<file path="config.mk">
export PLATFORM = sky130hd
export DESIGN_NAME = nn_frame_adapter
export DESIGN_NICKNAME = d
export VERILOG_FILES = /design/src/rtl/nn_pkg.sv /design/src/rtl/nn_result_serializer.sv /design/src/rtl/nn_frame_adapter.sv
export SDC_FILE = /design/constraint.sdc
export NUM_CORES = 1
export LEC_CHECK = 0
export CAP_MARGIN = 20
export CORE_MARGIN = 2
export CORE_UTILIZATION = 50
export CTS_BUF_LIST = sky130_fd_sc_hd__clkbuf_16
export DETAILED_ROUTE_END_ITERATION = 12
export GPL_ROUTABILITY_DRIVEN = 0
export HOLD_SLACK_MARGIN = 0.15
export PLACE_DENSITY_LB_ADDON = 0.2
export SETUP_SLACK_MARGIN = 0.2
export SYNTH_ARGS = -nofsm -noshare
export SYNTH_HDL_FRONTEND = slang
export SYNTH_SLANG_ARGS = --single-unit
</file>
<file path="constraint.sdc">
create_clock -name clk -period 3.4 [get_ports clk]
set_clock_uncertainty 0.2 [all_clocks]
set_input_delay 0.68 -clock clk [delete_from_list [all_inputs] [get_ports clk]]
set_output_delay 0.68 -clock clk [all_outputs]
set_load 0.02 [all_outputs]
</file>
<file path="src/rtl/nn_pkg.sv">
// nn_pkg: shared definitions for the nn_frame_adapter slice.
//  - Default word width and frame sizes used by the adapter and its serializer.
//  - word_t: one signed fixed-point sample/result word at the default width.
//  - adapter_state_t: the adapter's frame-level state machine encoding.
//  - idx_width(): index width for a given element count, never less than 1 bit.
package nn_pkg;

    localparam int DEFAULT_WIDTH       = 32'sd16;
    localparam int DEFAULT_INPUT_SIZE  = 32'sd16;
    localparam int DEFAULT_OUTPUT_SIZE = 32'sd5;
    localparam int DEFAULT_TIMEOUT     = 32'sd4096;

    typedef logic signed [DEFAULT_WIDTH-1:0] word_t;

    typedef enum logic [1:0] {
        FILL  = 2'd0,
        FIRE  = 2'd1,
        WAIT  = 2'd2,
        DRAIN = 2'd3
    } adapter_state_t;

    // A single-element array or counter still needs one index bit.
    function automatic int idx_width(input int size);
        return (size > 32'sd1) ? $clog2(size) : 32'sd1;
    endfunction

endpackage

</file>
<file path="src/rtl/nn_result_serializer.sv">
// nn_result_serializer: holds one captured result frame and replays it as a
// valid/ready word stream.
//  clk, reset      clock and asynchronous active-low reset
//  capture         one-cycle strobe: load capture_data and start streaming
//  capture_data    OUTPUT_SIZE packed words, element 0 in the low bits
//  m_valid/m_ready output stream handshake
//  m_data, m_last  current word and end-of-frame marker (registered)
//  done            high in the cycle of the final word's handshake
module nn_result_serializer
    import nn_pkg::*;
#(
    parameter int WIDTH       = DEFAULT_WIDTH,
    parameter int OUTPUT_SIZE = DEFAULT_OUTPUT_SIZE
) (
    input  logic                         clk,
    input  logic                         reset,
    input  logic                         capture,
    input  logic [WIDTH*OUTPUT_SIZE-1:0] capture_data,
    output logic                         m_valid,
    input  logic                         m_ready,
    output logic [WIDTH-1:0]             m_data,
    output logic                         m_last,
    output logic                         done
);

    localparam int RW = idx_width(OUTPUT_SIZE);
    localparam logic [RW-1:0] LAST_IDX = RW'(OUTPUT_SIZE - 32'sd1);

    logic [WIDTH-1:0] result_q [OUTPUT_SIZE];
    logic [WIDTH-1:0] result_d [OUTPUT_SIZE];
    logic [RW-1:0]    rd_idx_q, rd_idx_d;
    logic             m_valid_q, m_valid_d;
    logic [WIDTH-1:0] m_data_q, m_data_d;
    logic             m_last_q, m_last_d;

    logic          hs_s;
    logic          last_hs_s;
    logic [RW-1:0] rd_next_s;

    // Handshake decode kept outside the update block so done has no path back
    // through the capture strobe.
    assign hs_s      = m_valid_q && m_ready;
    assign last_hs_s = hs_s && (rd_idx_q == LAST_IDX);
    assign rd_next_s = rd_idx_q + RW'(1'b1);

    // Next-state for result store, read index and the registered output word.
    always_comb begin
        result_d  = result_q;
        rd_idx_d  = rd_idx_q;
        m_valid_d = m_valid_q;
        m_data_d  = m_data_q;
        m_last_d  = m_last_q;
        if (capture) begin
            for (int i = 0; i < OUTPUT_SIZE; i++) begin
                result_d[i] = capture_data[i*WIDTH +: WIDTH];
            end
            rd_idx_d  = '0;
            m_valid_d = 1'b1;
            // Present word 0 straight from the bus; result_q is loaded at the same edge.
            m_data_d  = capture_data[WIDTH-1:0];
            m_last_d  = (LAST_IDX == {RW{1'b0}});
        end else if (last_hs_s) begin
            rd_idx_d  = '0;
            m_valid_d = 1'b0;
            m_data_d  = '0;
            m_last_d  = 1'b0;
        end else if (hs_s) begin
            // rd_next_s never exceeds LAST_IDX in this branch.
            rd_idx_d = rd_next_s;
            m_data_d = result_q[rd_next_s];
            m_last_d = (rd_next_s == LAST_IDX);
        end else begin
            m_valid_d = m_valid_q;
        end
    end

    // Result store and output registers.
    always_ff @(posedge clk or negedge reset) begin
        if (!reset) begin
            for (int i = 0; i < OUTPUT_SIZE; i++) begin
                result_q[i] <= '0;
            end
            rd_idx_q  <= '0;
            m_valid_q <= 1'b0;
            m_data_q  <= '0;
            m_last_q  <= 1'b0;
        end else begin
            result_q  <= result_d;
            rd_idx_q  <= rd_idx_d;
            m_valid_q <= m_valid_d;
            m_data_q  <= m_data_d;
            m_last_q  <= m_last_d;
        end
    end

    assign m_valid = m_valid_q;
    assign m_data  = m_data_q;
    assign m_last  = m_last_q;
    assign done    = last_hs_s;

endmodule

</file>
<file path="src/rtl/nn_frame_adapter.sv">
// nn_frame_adapter: stream-side front end for the inference core.
// Collects INPUT_SIZE words into a frame, pulses the core, waits for its
// result (with a timeout) and streams the OUTPUT_SIZE results back out.
//  clk, reset                     clock and asynchronous active-low reset
//  s_valid/s_ready/s_data         input word stream
//  core_input_ready               one-cycle launch pulse to the core
//  core_input_data                frame, element 0 (first word) in the low bits
//  core_output_ready/_data        core result strobe/level and result words
//  m_valid/m_ready/m_data/m_last  result word stream, m_last on the final word
//  err_timeout                    sticky flag: the core failed to answer in time
module nn_frame_adapter
    import nn_pkg::*;
#(
    parameter int WIDTH       = DEFAULT_WIDTH,
    parameter int INPUT_SIZE  = DEFAULT_INPUT_SIZE,
    parameter int OUTPUT_SIZE = DEFAULT_OUTPUT_SIZE,
    parameter int TIMEOUT     = DEFAULT_TIMEOUT
) (
    input  logic                         clk,
    input  logic                         reset,
    input  logic                         s_valid,
    output logic                         s_ready,
    input  logic [WIDTH-1:0]             s_data,
    output logic                         core_input_ready,
    output logic [WIDTH*INPUT_SIZE-1:0]  core_input_data,
    input  logic                         core_output_ready,
    input  logic [WIDTH*OUTPUT_SIZE-1:0] core_output_data,
    output logic                         m_valid,
    input  logic                         m_ready,
    output logic [WIDTH-1:0]             m_data,
    output logic                         m_last,
    output logic                         err_timeout
);

    localparam int WW = idx_width(INPUT_SIZE);
    localparam int CW = idx_width(TIMEOUT);
    localparam logic [WW-1:0] LAST_WR  = WW'(INPUT_SIZE - 32'sd1);
    localparam logic [CW-1:0] LAST_CNT = CW'(TIMEOUT - 32'sd1);

    adapter_state_t   state_q, state_d;
    logic [WIDTH-1:0] frame_q [INPUT_SIZE];
    logic [WIDTH-1:0] frame_d [INPUT_SIZE];
    logic [WW-1:0]    wr_idx_q, wr_idx_d;
    logic [CW-1:0]    wait_cnt_q, wait_cnt_d;
    logic             s_ready_q, s_ready_d;
    logic             core_input_ready_q, core_input_ready_d;
    logic             err_timeout_q, err_timeout_d;

    logic fill_hs_s;
    logic capture_s;
    logic drain_done_s;

    // s_ready_q is only ever high in FILL, so it alone qualifies an input beat.
    assign fill_hs_s = (state_q == FILL) && s_valid && s_ready_q;
    // Only WAIT may capture: a level left over from the previous frame is
    // still visible during FIRE and must not be taken as this frame's result.
    assign capture_s = (state_q == WAIT) && core_output_ready;

    // Frame-level FSM, frame store, write index and timeout counter.
    always_comb begin
        state_d       = state_q;
        frame_d       = frame_q;
        wr_idx_d      = wr_idx_q;
        wait_cnt_d    = wait_cnt_q;
        err_timeout_d = err_timeout_q;
        case (state_q)
            FILL: begin
                if (fill_hs_s) begin
                    frame_d[wr_idx_q] = s_data;
                    if (wr_idx_q == LAST_WR) begin
                        wr_idx_d = '0;
                        state_d  = FIRE;
                    end else begin
                        wr_idx_d = wr_idx_q + WW'(1'b1);
                    end
                end else begin
                    state_d = FILL;
                end
            end
            FIRE: begin
                wait_cnt_d = '0;
                state_d    = WAIT;
            end
            WAIT: begin
                if (capture_s) begin
                    state_d = DRAIN;
                end else if (wait_cnt_q == LAST_CNT) begin
                    err_timeout_d = 1'b1;
                    state_d       = FILL;
                end else begin
                    wait_cnt_d = wait_cnt_q + CW'(1'b1);
                end
            end
            DRAIN: begin
                if (drain_done_s) begin
                    state_d = FILL;
                end else begin
                    state_d = DRAIN;
                end
            end
            default: begin
                state_d = FILL;
            end
        endcase
        // Handshake outputs are registered copies of the next state.
        s_ready_d          = (state_d == FILL);
        core_input_ready_d = (state_d == FIRE);
    end

    // State, frame store and control registers.
    always_ff @(posedge clk or negedge reset) begin
        if (!reset) begin
            state_q <= FILL;
            for (int i = 0; i < INPUT_SIZE; i++) begin
                frame_q[i] <= '0;
            end
            wr_idx_q           <= '0;
            wait_cnt_q         <= '0;
            s_ready_q          <= 1'b0;
            core_input_ready_q <= 1'b0;
            err_timeout_q      <= 1'b0;
        end else begin
            state_q            <= state_d;
            frame_q            <= frame_d;
            wr_idx_q           <= wr_idx_d;
            wait_cnt_q         <= wait_cnt_d;
            s_ready_q          <= s_ready_d;
            core_input_ready_q <= core_input_ready_d;
            err_timeout_q      <= err_timeout_d;
        end
    end

    for (genvar g = 0; g < INPUT_SIZE; g++) begin : g_frame_out
        assign core_input_data[g*WIDTH +: WIDTH] = frame_q[g];
    end

    assign s_ready          = s_ready_q;
    assign core_input_ready = core_input_ready_q;
    assign err_timeout      = err_timeout_q;

    nn_result_serializer #(
        .WIDTH       (WIDTH),
        .OUTPUT_SIZE (OUTPUT_SIZE)
    ) u_serializer (
        .clk          (clk),
        .reset        (reset),
        .capture      (capture_s),
        .capture_data (core_output_data),
        .m_valid      (m_valid),
        .m_ready      (m_ready),
        .m_data       (m_data),
        .m_last       (m_last),
        .done         (drain_done_s)
    );

endmodule
</file>
==> results of run 1 <==
-- cell usage after synthesis, drive strengths merged (10+ instances only) --
cell type	n	area share (%)
clkbuf	44	1.1
a221oi	16	0.90
o21ai	22	0.70
mux2i	18	1.2
nand2	269	7.0
nand3	13	0.74
buf	35	1.9
mux2	273	21
a21oi	10	0.32
nor3	19	0.61
dfrtp	378	61
a22oi	15	0.72
-- per-stage QoR --
| step | worst slack, ps | power, mW |
|---|---|---|
| after floorplan | 757 | 12.2 |
| after global placement | 325 | 16.2 |
| after detailed placement | 313 | 16.4 |
| after CTS | 810 | 20.8 |
| after global routing | 635 | 21.7 |
| final | 767 | 20.7 |
-- power breakdown --
| part | internal (mW) | switching [mW] |
|---|---|---|
| clock | 2.58 | 1.74 |
| combinational | 4.32 | 4.43 |
| sequential | 6.42 | 1.17 |
| total | 13.3 | 7.34 |
-- layout make-up --
class	count	area, um^2
clock buffers	43	1080
clock inverters	29	229
fillers	2242	9700
inverters	9	33.8
multi-input cells	725	5670
flip-flops and latches	378	9460
well taps	396	495
repair buffers	398	4000
-- per-layer routing --
metal | vias up | global-route usage, % | wire, um
met3 | 76 | 7.32 | 3090
met5 | - | 0 | 0
met1 | 5463 | 32.3 | 17000
li1 | 4833 | - | -
met2 | 353 | 41.7 | 20400
met4 | 0 | 9.35 | 1440
-- repair_timing --
item | CTS | global route
hold endpoints to repair | 65 | 0
hold buffers | 1 | 0
endpoints found under the setup margin | 0 | 0
-- state kept, by name (all words and copies together) (netlist names), 2 cells and up --
signal and flops:
core_input_data 256, state_q 2, u_serializer.m_data 16, u_serializer.rd_idx_q 3, u_serializer.result_q 80, wait_cnt_q 12
wr_idx_q 4
-- logic make-up after synthesis --
group,share of synthesized area (%)
AOI/OAI and AO/OA,3.68
xor gates and xnor gates,0.272
adders and majority gates,0.640
buffers and inverters,3.21
DFF,60.5
muxes,21.8
and+or+nand+nor,9.94
-- final timing paths --
kind | start | to | cells after the start
setup / recovery | u_serializer.rd_idx_q[0]$_DFFE_PN0P_ | u_serializer.m_data[3]$_DFFE_PN0P_ | 7
hold / removal | err_timeout$_DFFE_PN0P_ | err_timeout$_DFFE_PN0P_ | 1
setup reg to reg | u_serializer.rd_idx_q[0]$_DFFE_PN0P_ | u_serializer.m_data[3]$_DFFE_PN0P_ | 7
hold reg to reg | err_timeout$_DFFE_PN0P_ | err_timeout$_DFFE_PN0P_ | 1
max in group asynchronous | reset | core_input_data[47]$_DFFE_PN0P_ | 3
min in group asynchronous | reset | core_input_data[60]$_DFFE_PN0P_ | 2
-- cells in the final DEF (no fill, tap or decap), types with 6 or more instances in the layout --
| cell | instances |
|---|---|
| dfrtp_1 | 378 |
| clkdlybuf4s50_1 | 376 |
| nand2_1 | 257 |
| mux2_2 | 232 |
| clkbuf_16 | 43 |
| mux2_4 | 39 |
| o21ai_0 | 22 |
| inv_1 | 19 |
| nor3_1 | 19 |
| mux2i_1 | 18 |
| a221oi_1 | 16 |
| a22oi_1 | 15 |
| buf_4 | 14 |
| nand2_4 | 12 |
| a21oi_1 | 10 |
| nand3_1 | 9 |
| ha_1 | 8 |
| clkinv_2 | 8 |
| nor2_1 | 7 |
| clkinv_1 | 6 |
==> summary.md, run 1 <==
| Metric | Value |
|---|---|
| CP Cell Sequence | buf_4, inv_1, ha_1, inv_1, and3_1, a221oi_1, o21ai_0 |
| First-pass GRT wire length | 65200 um |
| Avg Synthesized Cell Area | 13.1 um^2 |
| Fin crit period | 2630 ps |
| Synth Flop Type | dfrtp_1 |
| CTS tree | yes |
| Max_cap viols | 0 |
| Slowest stage delay, CP | between 600 and 700 ps |
| Max rail drop VDD | 0.564 mV |
| R2R setup slack | 770 ps |
| Bufs on Longest Clock Path | 3 |
| Flops & latches, synth | approximately 380 |
| Num CTS Buffers | 41 |
| Unrepaired setup endpoints after global routing | no |
| Area grow syn2layout | 34.1% |
| Power per cell area | 985 nW/um^2 |
| Final Hold Viols | 0 |
| Die span in y | 181 um |
| Antenna viol nets, final | 0 |
| Critical path fanouts, max | 19 |
| Vias in the first global route | between 10000 and 15000 |
| Drt via density | between 5 and 6 |
| Hold Crit Class | flip-flop to flip-flop |
| DRT Wirelength | 41900 um |
| Routed len/inst | 21.2 um |
| # diodes | 0 |
| Synth Instances | between 1000 and 1500 |
| Startpoint class of the critical path | flip-flop |
| Most used cell, CP | inv_1 |
| Ports | 378 |
| Slew Limit Fails | 0 |
| LEAKAGE | around 10 nW |
| Status | complete, no violations |
| Worst-Skew Late Latency | 520 ps |
| Layout Cell Area excl Fill | between 20000 and 25000 um^2 |
| Total number of yosys warnings | 0 |
| Fin Hold WS | approximately 250 ps |
| Syn nets | 1300 |
| Register area share after synthesis | 60.5% |
| Crit-path leading delay family | simple AND/OR/NAND/NOR gates |
| CTS root buffer | clkbuf_16 |
| Largest net degree at the start of global routing | 100 |
| DR vias | between 10000 and 15000 |
| Worst-path cell with the longest stage delay | and3_1 |
| CP Data Required Time | 3610 ps |
| Cell Count, Final, Fillers Out | just under 2000 |
| Total GRT Usage | between 20% and 30% |
| Mapped Area | about 16000 um^2 |
| Global route total overflow | 0 |
| Critical Path End Type | flip-flop |
| Post-synth EDFFs | 0 |
| Final core utilization | 68.4% |
| DP HPWL | between 20000 and 30000 um |
| H-tree Lvls | 2 |
| Worst slew margin | roughly 44% |
| Die area | around 33000 um^2 |
| Starting density of the core | 51.0% |
| Core ar. | approximately 31000 um^2 |
| Async set-reset flop share out of synthesis | between 90% and 100% |
| Fin nets | around 1700 |
| Fraction of layout cells with a size suffix above 1 | 23.4% |
| Worst path bufs/invs | 3 |
| First-pass iteration count of the detailed router | 5 |
| Area post-placement | around 20000 um^2 |
| Initial antenna violation count | 0 |
| Worst-Margin Slew | between 800 and 900 ps |
| Drt initial violations | 515 |
| Resized Gates After CTS | 0 |
| CP arrival | between 2000 and 3000 ps |
| Clock Pin Slew Worst Setup and Hold Paths | ~60 ps |
| Setup violators final | 0 |
| Setup TNS Final | 0 ps |
| FP Rows | 64 |
| Clk sinks | approximately 380 |
| Placed cells | 1904 |
| Fmax | about 380 MHz |
| Crit Path Category | flip-flop to flip-flop |
| Period utilisation layout | between 70% and 80% |
| Post-synth cell types | a little over 50 |
| Die W | 181 um |
| Postcts setup bufs | 0 |
| Port Buffers | 377 |
| Post-route DRC | 0 |
No activity file was read; power rests on OpenSTA's default activity.
==> run 2, diff against run 1 <==
==> constraint.sdc (replaced) <==
create_clock -name clk -period 2.6 [get_ports clk]
set_clock_uncertainty 0.2 [all_clocks]
set_input_delay 0.52 -clock clk [delete_from_list [all_inputs] [get_ports clk]]
set_output_delay 0.52 -clock clk [all_outputs]
set_load 0.02 [all_outputs]
==> run 2 against run 1 <==
Sequential cell count unchanged. Largest cell class unchanged. Clock-buffer cell count down 2. First-iteration DRC count up 21%. Worst setup slack worse by 490 ps. Critical endpoint is now m_valid. Global-route usage up 0.097 points. Total power up 30%. Highest routed layer unchanged.
==> summary.md, run 2 (synthesis gave the netlist of run 1 again) <==
| Metric | Value |
|---|---|
| Status | complete, no violations (unchanged) |
| Fin crit period | about 2300 ps |
| Bufs on Longest Clock Path | 3 (unchanged) |
| Max reg flops | 256 (unchanged) |
| Clock Pin Slew Worst Setup and Hold Paths | 60 ps (about the same) |
| First-pass GRT wire length | 65800 um (was 65200 um) |
| Max_cap viols | 0 (unchanged) |
| DRT Wirelength | 41600 um (was 41900 um) |
| Largest net degree at the start of global routing | 70 (was 100) |
| Period utilisation layout | between 80% and 90% |
| # diodes | 0 (unchanged) |
| Drt initial violations | 622 (was 515) |
| Slowest stage delay, CP | 680 ps (was 690 ps) |
| Cell Count, Final, Fillers Out | 2011 (was 1978) |
| Worst-Margin Slew | 761 ps (was 834 ps) |
| Fraction of layout cells with a size suffix above 1 | 25.0% (was 23.4%) |
| Fmax | ~430 MHz |
| CP Cell Sequence | clkdlybuf4s50_1 (was buf_4, inv_1, ha_1, inv_1, and3_1, a221oi_1, o21ai_0) |
| Fin nets | 1694 (was 1662) |
| Global route total overflow | 0 (unchanged) |
| Hold Crit Class | flip-flop to flip-flop (unchanged) |
| Ports | 378 (unchanged) |
| Setup violators final | 0 (unchanged) |
| Worst slew margin | 49.1% (was 44.2%) |
| Critical Path End Type | output port (was flip-flop) |
| Dpl ws | -256 ps (was 313 ps) |
| Routed len/inst | 20.7 um (was 21.2 um) |
| H-tree Lvls | 2 (unchanged) |
| Initial antenna violation count | 0 (unchanged) |
| First-pass iteration count of the detailed router | 5 (unchanged) |
| DP HPWL | 29100 um (was 28500 um) |
| Total GRT Usage | 25.5% (was 25.4%) |
| CTS root buffer | clkbuf_16 (unchanged) |
| Clk sinks | 378 (unchanged) |
| Unrepaired setup endpoints after global routing | no (unchanged) |
| Port Buffers | 377 (unchanged) |
| Area grow syn2layout | 35.7% (was 34.1%) |
| LEAKAGE | 10.2 nW (was 10.0 nW) |
| CP arrival | 1600 ps (was 2840 ps) |
| Worst-Skew Late Latency | 520 ps (about the same) |
| Post-route DRC | 0 (unchanged) |
| Core ar. | 30700 um^2 (unchanged) |
| Placed cells | 1938 (was 1904) |
| Max rail drop VDD | 0.929 mV (was 0.564 mV) |
| Die area | 32700 um^2 (unchanged) |
| CTS tree | yes (unchanged) |
| Most frequent cells in the layout | 378 x dfrtp_1, 376 x clkdlybuf4s50_1, 257 x nand2_1, 232 x mux2_2, 42 x buf_4 (was 378 x dfrtp_1, 376 x clkdlybuf4s50_1, 257 x nand2_1, 232 x mux2_2, 43 x clkbuf_16) |
| Power per cell area | 1270 nW/um^2 (was 985 nW/um^2) |
| Crit-path leading delay family | buffers and inverters (was simple AND/OR/NAND/NOR gates) |
| Die span in y | 181 um (unchanged) |
| Startpoint class of the critical path | flip-flop (unchanged) |
| Critical path fanouts, max | 5 (was 19) |
| CP Data Required Time | 1880 ps (was 3610 ps) |
| Antenna viol nets, final | 0 (unchanged) |
| Setup WS post-layout | 280 ps (was 767 ps) |
| Final Power | 26.9 mW (was 20.7 mW) |
| Starting density of the core | 51.0% (unchanged) |
| Die W | 181 um (unchanged) |
| Slew Limit Fails | 0 (unchanged) |
| Crit Path Category | flip-flop to output port (was flip-flop to flip-flop) |
| FP Rows | 64 (unchanged) |
| Final Hold Viols | 0 (unchanged) |
| Worst path bufs/invs | 1 (was 3) |
| Vias in the first global route | 11388 (was 11310) |
| Worst-path cell with the longest stage delay | clkdlybuf4s50_1 (was and3_1) |
| DR vias | 10847 (was 10725) |
| Num CTS Buffers | 40 (was 41) |
| Setup TNS Final | 0 ps (unchanged) |
| Drt via density | 5.39 (was 5.42) |
| Most common cell after layout, fill and taps aside | dfrtp_1 (unchanged) |
==> run 2: power breakdown <==
group | total (mW) | switching [mW] | internal, mW
clock | 5.33 | 2.27 | 3.05
sequential | 9.86 | 1.46 | 8.40
combinational | 11.7 | 5.90 | 5.77
==> run 2: cell type report <==
class                           count  area, um^2
Inverter                            9        33.8
Timing Repair Buffer              431        4320
Multi-Input combinational cell    725        5690
Fill cell                        2205        9450
Tap cell                          396         495
Clock buffer                       41        1030
Clock inverter                     31         195
Sequential cell                   378        9460
==> run 2: path summary, 6_finish.rpt <==
path | start | end | slack [ps] | depth (start not counted)
worst min-delay path | u_serializer.result_q[15]$_DFFE_PN0P_ | u_serializer.result_q[15]$_DFFE_PN0P_ | 270 | 2
min in group asynchronous | reset | u_serializer.result_q[27]$_DFFE_PN0P_ | 280 | 2
worst min register to register | u_serializer.result_q[15]$_DFFE_PN0P_ | u_serializer.result_q[15]$_DFFE_PN0P_ | 270 | 2
worst max register to register | wr_idx_q[3]$_DFFE_PN0P_ | core_input_data[191]$_DFFE_PN0P_ | 350 | 3
worst max-delay path | u_serializer.m_valid$_DFFE_PN0P_ | m_valid | 280 | 1
max in group asynchronous | reset | core_input_data[29]$_DFFE_PN0P_ | 1140 | 3
==> run 2: per-stage QoR <==
stage,hold WS (ps),instance area [um^2],util (%)
after floorplan,24.4,15600,-
after global placement,252,20000,65.1
after detailed placement,251,20000,65.1
after CTS,277,21200,69.1
after global routing,297,21200,69.2
final,272,21200,69.2
==> run 2: timing repair <==
| item | 4_1_cts | 5_1_grt |
|---|---|---|
| endpoints found under the setup margin | 16 | 107 |
| resized for setup | 1 | 4 |
| hold buffers | 1 | 0 |
| hold endpoints to repair | 239 | 0 |
| buffers inserted | 0 | 0 |
==> run 2: routing by layer <==
metal  up-vias  global-route usage, %  part of all wire (%)
li1       4875                      -                     -
met1      5513                   32.4                    41
met2       379                   41.9                    48
met3        80                   7.48                   7.7
met4         0                   8.90                   3.7
met5         -                      0                     0
==> run 3, diff against run 2 <==
--- a/config.mk
+++ b/config.mk
@@ -7,7 +7,7 @@
 export LEC_CHECK = 0
 export CAP_MARGIN = 20
 export CORE_MARGIN = 2
-export CORE_UTILIZATION = 50
+export CORE_UTILIZATION = 45
 export CTS_BUF_LIST = sky130_fd_sc_hd__clkbuf_16
 export DETAILED_ROUTE_END_ITERATION = 12
 export GPL_ROUTABILITY_DRIVEN = 0
==> run 3 against run 2 <==
Core utilization is 6.7 points lower. Register-to-register slack worse by 50 ps. First-iteration DRC count is 30% lower. Critical path type unchanged. Largest cell class unchanged. Largest power group unchanged.
==> summary.md, run 3 (synthesis gave the netlist of run 1 again) <==
| Metric | Value |
|---|---|
| Status | complete, no violations (unchanged) |
| Bufs on Longest Clock Path | 3 (unchanged) |
| Crit Path Category | flip-flop to output port (unchanged) |
| Max reg flops | 256 (unchanged) |
| Num CTS Buffers | 41 (was 40) |
| Core ar. | 34400 um^2 (was 30700 um^2) |
| Fraction of layout cells with a size suffix above 1 | 25.4% (was 25.0%) |
| Post-route DRC | 0 (unchanged) |
| Setup TNS Final | 0 ps (unchanged) |
| Worst-Margin Slew | 738 ps (was 761 ps) |
| Cell Count, Final, Fillers Out | 2075 (was 2011) |
| Period utilisation layout | 88.5% (was 89.2%) |
| Cell internal pwr | 17.6 mW (was 17.2 mW) |
| Total GRT Usage | 23.9% (was 25.5%) |
| Postcts setup bufs | 0 (unchanged) |
| Initial antenna violation count | 0 (unchanged) |
| Comb power frac | 42.6% (was 43.4%) |
| Max rail drop VDD | 0.778 mV (was 0.929 mV) |
| DRT Wirelength | 42900 um (was 41600 um) |
| R2R setup slack | 300 ps (was 350 ps) |
| WHS Path Cells | 1 (was 2) |
| Critical path fanouts, max | 2 (was 5) |
| Most common cell after layout, fill and taps aside | dfrtp_1 (unchanged) |
| Routed len/inst | 20.7 um (about the same) |
| Slew Limit Fails | 0 (unchanged) |
| Fin nets | 1699 (was 1694) |
| CP Data Required Time | 1880 ps (about the same) |
| Final Hold Viols | 0 (unchanged) |
| Hold endpoint | err_timeout$_DFFE_PN0P_ (was u_serializer.result_q[15]$_DFFE_PN0P_) |
| Critical Path End Type | output port (unchanged) |
| CP Cell Sequence | clkdlybuf4s50_1 (unchanged) |
| Worst R2R Start | u_serializer.rd_idx_q[0]$_DFFE_PN0P_ (was wr_idx_q[3]$_DFFE_PN0P_) |
| Slowest stage delay, CP | 690 ps (was 680 ps) |
| # diodes | 0 (unchanged) |
| Sw Ratio | 35.5% (was 35.9%) |
| Die span in y | 190 um (was 181 um) |
| CTS tree | yes (unchanged) |
| Power per cell area | 1270 nW/um^2 (about the same) |
| Clock Pin Slew Worst Setup and Hold Paths | 60 ps (about the same) |
| Hold Crit Start | err_timeout$_DFFE_PN0P_ (was u_serializer.result_q[15]$_DFFE_PN0P_) |
| Largest net degree at the start of global routing | 67 (was 70) |
| Hold Crit Class | flip-flop to flip-flop (unchanged) |
| LEAKAGE | 10.3 nW (was 10.2 nW) |
| Die W | 190 um (was 181 um) |
| Startpoint class of the critical path | flip-flop (unchanged) |
| Worst path bufs/invs | 1 (unchanged) |
| Sequential power share | 36.0% (was 36.7%) |
| Drt initial violations | 437 (was 622) |
| Fmax | 435 MHz (was 431 MHz) |
| DP HPWL | 29700 um (was 29100 um) |
| Vias in the first global route | 11324 (was 11388) |
| Unrepaired setup endpoints after global routing | no (unchanged) |
| CTS root buffer | clkbuf_16 (unchanged) |
| Die area | 36200 um^2 (was 32700 um^2) |
| Drt via density | 5.16 (was 5.39) |
| Clock power share | 21.4% (was 19.8%) |
| Worst-path cell with the longest stage delay | clkdlybuf4s50_1 (unchanged) |
| Antenna viol nets, final | 0 (unchanged) |
| Area grow syn2layout | 37.3% (was 35.7%) |
| Setup violators final | 0 (unchanged) |
| Fin crit period | 2300 ps (was 2320 ps) |
| CP arrival | 1580 ps (was 1600 ps) |
| First-pass GRT wire length | 66100 um (was 65800 um) |
| Crit-path leading delay family | buffers and inverters (unchanged) |
| Worst slew margin | 50.7% (was 49.1%) |
| Most frequent cells in the layout | 378 x dfrtp_1, 375 x clkdlybuf4s50_1, 257 x nand2_1, 232 x mux2_2, 44 x buf_4 (was 378 x dfrtp_1, 376 x clkdlybuf4s50_1, 257 x nand2_1, 232 x mux2_2, 42 x buf_4) |
| Worst reg2reg path depth | 7 (was 3) |
| First-pass iteration count of the detailed router | 4 (was 5) |
| DR vias | 10707 (was 10847) |
| Max_cap viols | 0 (unchanged) |
| Sw power | 9.72 mW (was 9.63 mW) |
| Critical R2R Capture | u_serializer.m_data[3]$_DFFE_PN0P_ (was core_input_data[191]$_DFFE_PN0P_) |
| Ports | 378 (unchanged) |
| Worst-Skew Late Latency | 540 ps (was 520 ps) |
| Final Power | 27.3 mW (was 26.9 mW) |
| Port Buffers | 377 (unchanged) |
| Starting density of the core | 45.5% (was 51.0%) |
| Clk sinks | 378 (unchanged) |
| CP Depth | 1 (unchanged) |
| Global route total overflow | 0 (unchanged) |
| FP Rows | 68 (was 64) |
| Placed cells | 2001 (was 1938) |
| H-tree Lvls | 2 (unchanged) |
[run 3: cell count changes in the layout (fill, tap and decap cells not counted), sizes merged]
cell	previous run	this run
clkdlybuf4s50	376	375
clkinv	16	18
buf	54	58
dlymetal6s2s	0	1
bufinv	2	6
clkinvlp	3	1
inv	19	16
[run 3: how the worst max path moves through the flow]
stage                                                    start                                   to
final                          core_input_data[25]$_DFFE_PN0P_                  core_input_data[25]
after detailed placement                               s_valid      core_input_data[69]$_DFFE_PN0P_
after global placement                                 s_valid      core_input_data[79]$_DFFE_PN0P_
after CTS                     u_serializer.m_valid$_DFFE_PN0P_                              m_valid
after global routing                                   s_valid      core_input_data[75]$_DFFE_PN0P_
after floorplan           u_serializer.rd_idx_q[0]$_DFFE_PN0P_  u_serializer.m_data[10]$_DFFE_PN0P_
[run 3: cell type report]
type	instances	area, um^2
tap	455	569
sequential	378	9460
timing repair buffer	435	4380
fill	2719	12900
clock inverter	32	319
clock buffer	41	1030
inverter	9	33.8
multi-input combinational	725	5680
[run 3: what timing repair did]
action / 4_1_cts / 5_1_grt
hold buffers: 1 / 0
endpoints found under the hold margin: 52 / 0
gates resized for setup: 1 / 3
setup endpoints to repair: 26 / 11
[run 3: metrics by stage]
| stage | instance area (um^2) | util (%) | hold WS [ps] | setup slack [ps] |
|---|---|---|---|---|
| 2_1_floorplan | 15600 | - | 24.4 | 225 |
| 3_3_place_gp | 20100 | 58.5 | 244 | -207 |
| 3_5_place_dp | 20100 | 58.5 | 255 | -213 |
| 4_1_cts | 21500 | 62.4 | 268 | 228 |
| 5_1_grt | 21500 | 62.5 | 294 | 218 |
| 6_report | 21500 | 62.5 | 263 | 300 |
[run 3: power groups by stage]
stage	Clock, mW	Sequential, mW	Combinational, mW
floorplan	0	11.9	4.01
global placement	0	9.80	11.5
detailed placement	0	9.90	11.7
CTS	5.97	9.85	11.8
global route	6.21	10.2	12.4
finish	5.85	9.85	11.7
[run 3: layer usage]
| metal | wire length [um] | part of all wire (%) | vias to the layer above | global-route usage, % |
|---|---|---|---|---|
| met5 | 0 | 0 | - | 0 |
| met4 | 1280 | 3.0 | 0 | 8.17 |
| met3 | 3150 | 7.3 | 74 | 7.25 |
| met2 | 20900 | 49 | 302 | 39.1 |
| met1 | 17500 | 41 | 5443 | 30.3 |
| li1 | - | - | 4888 | - |
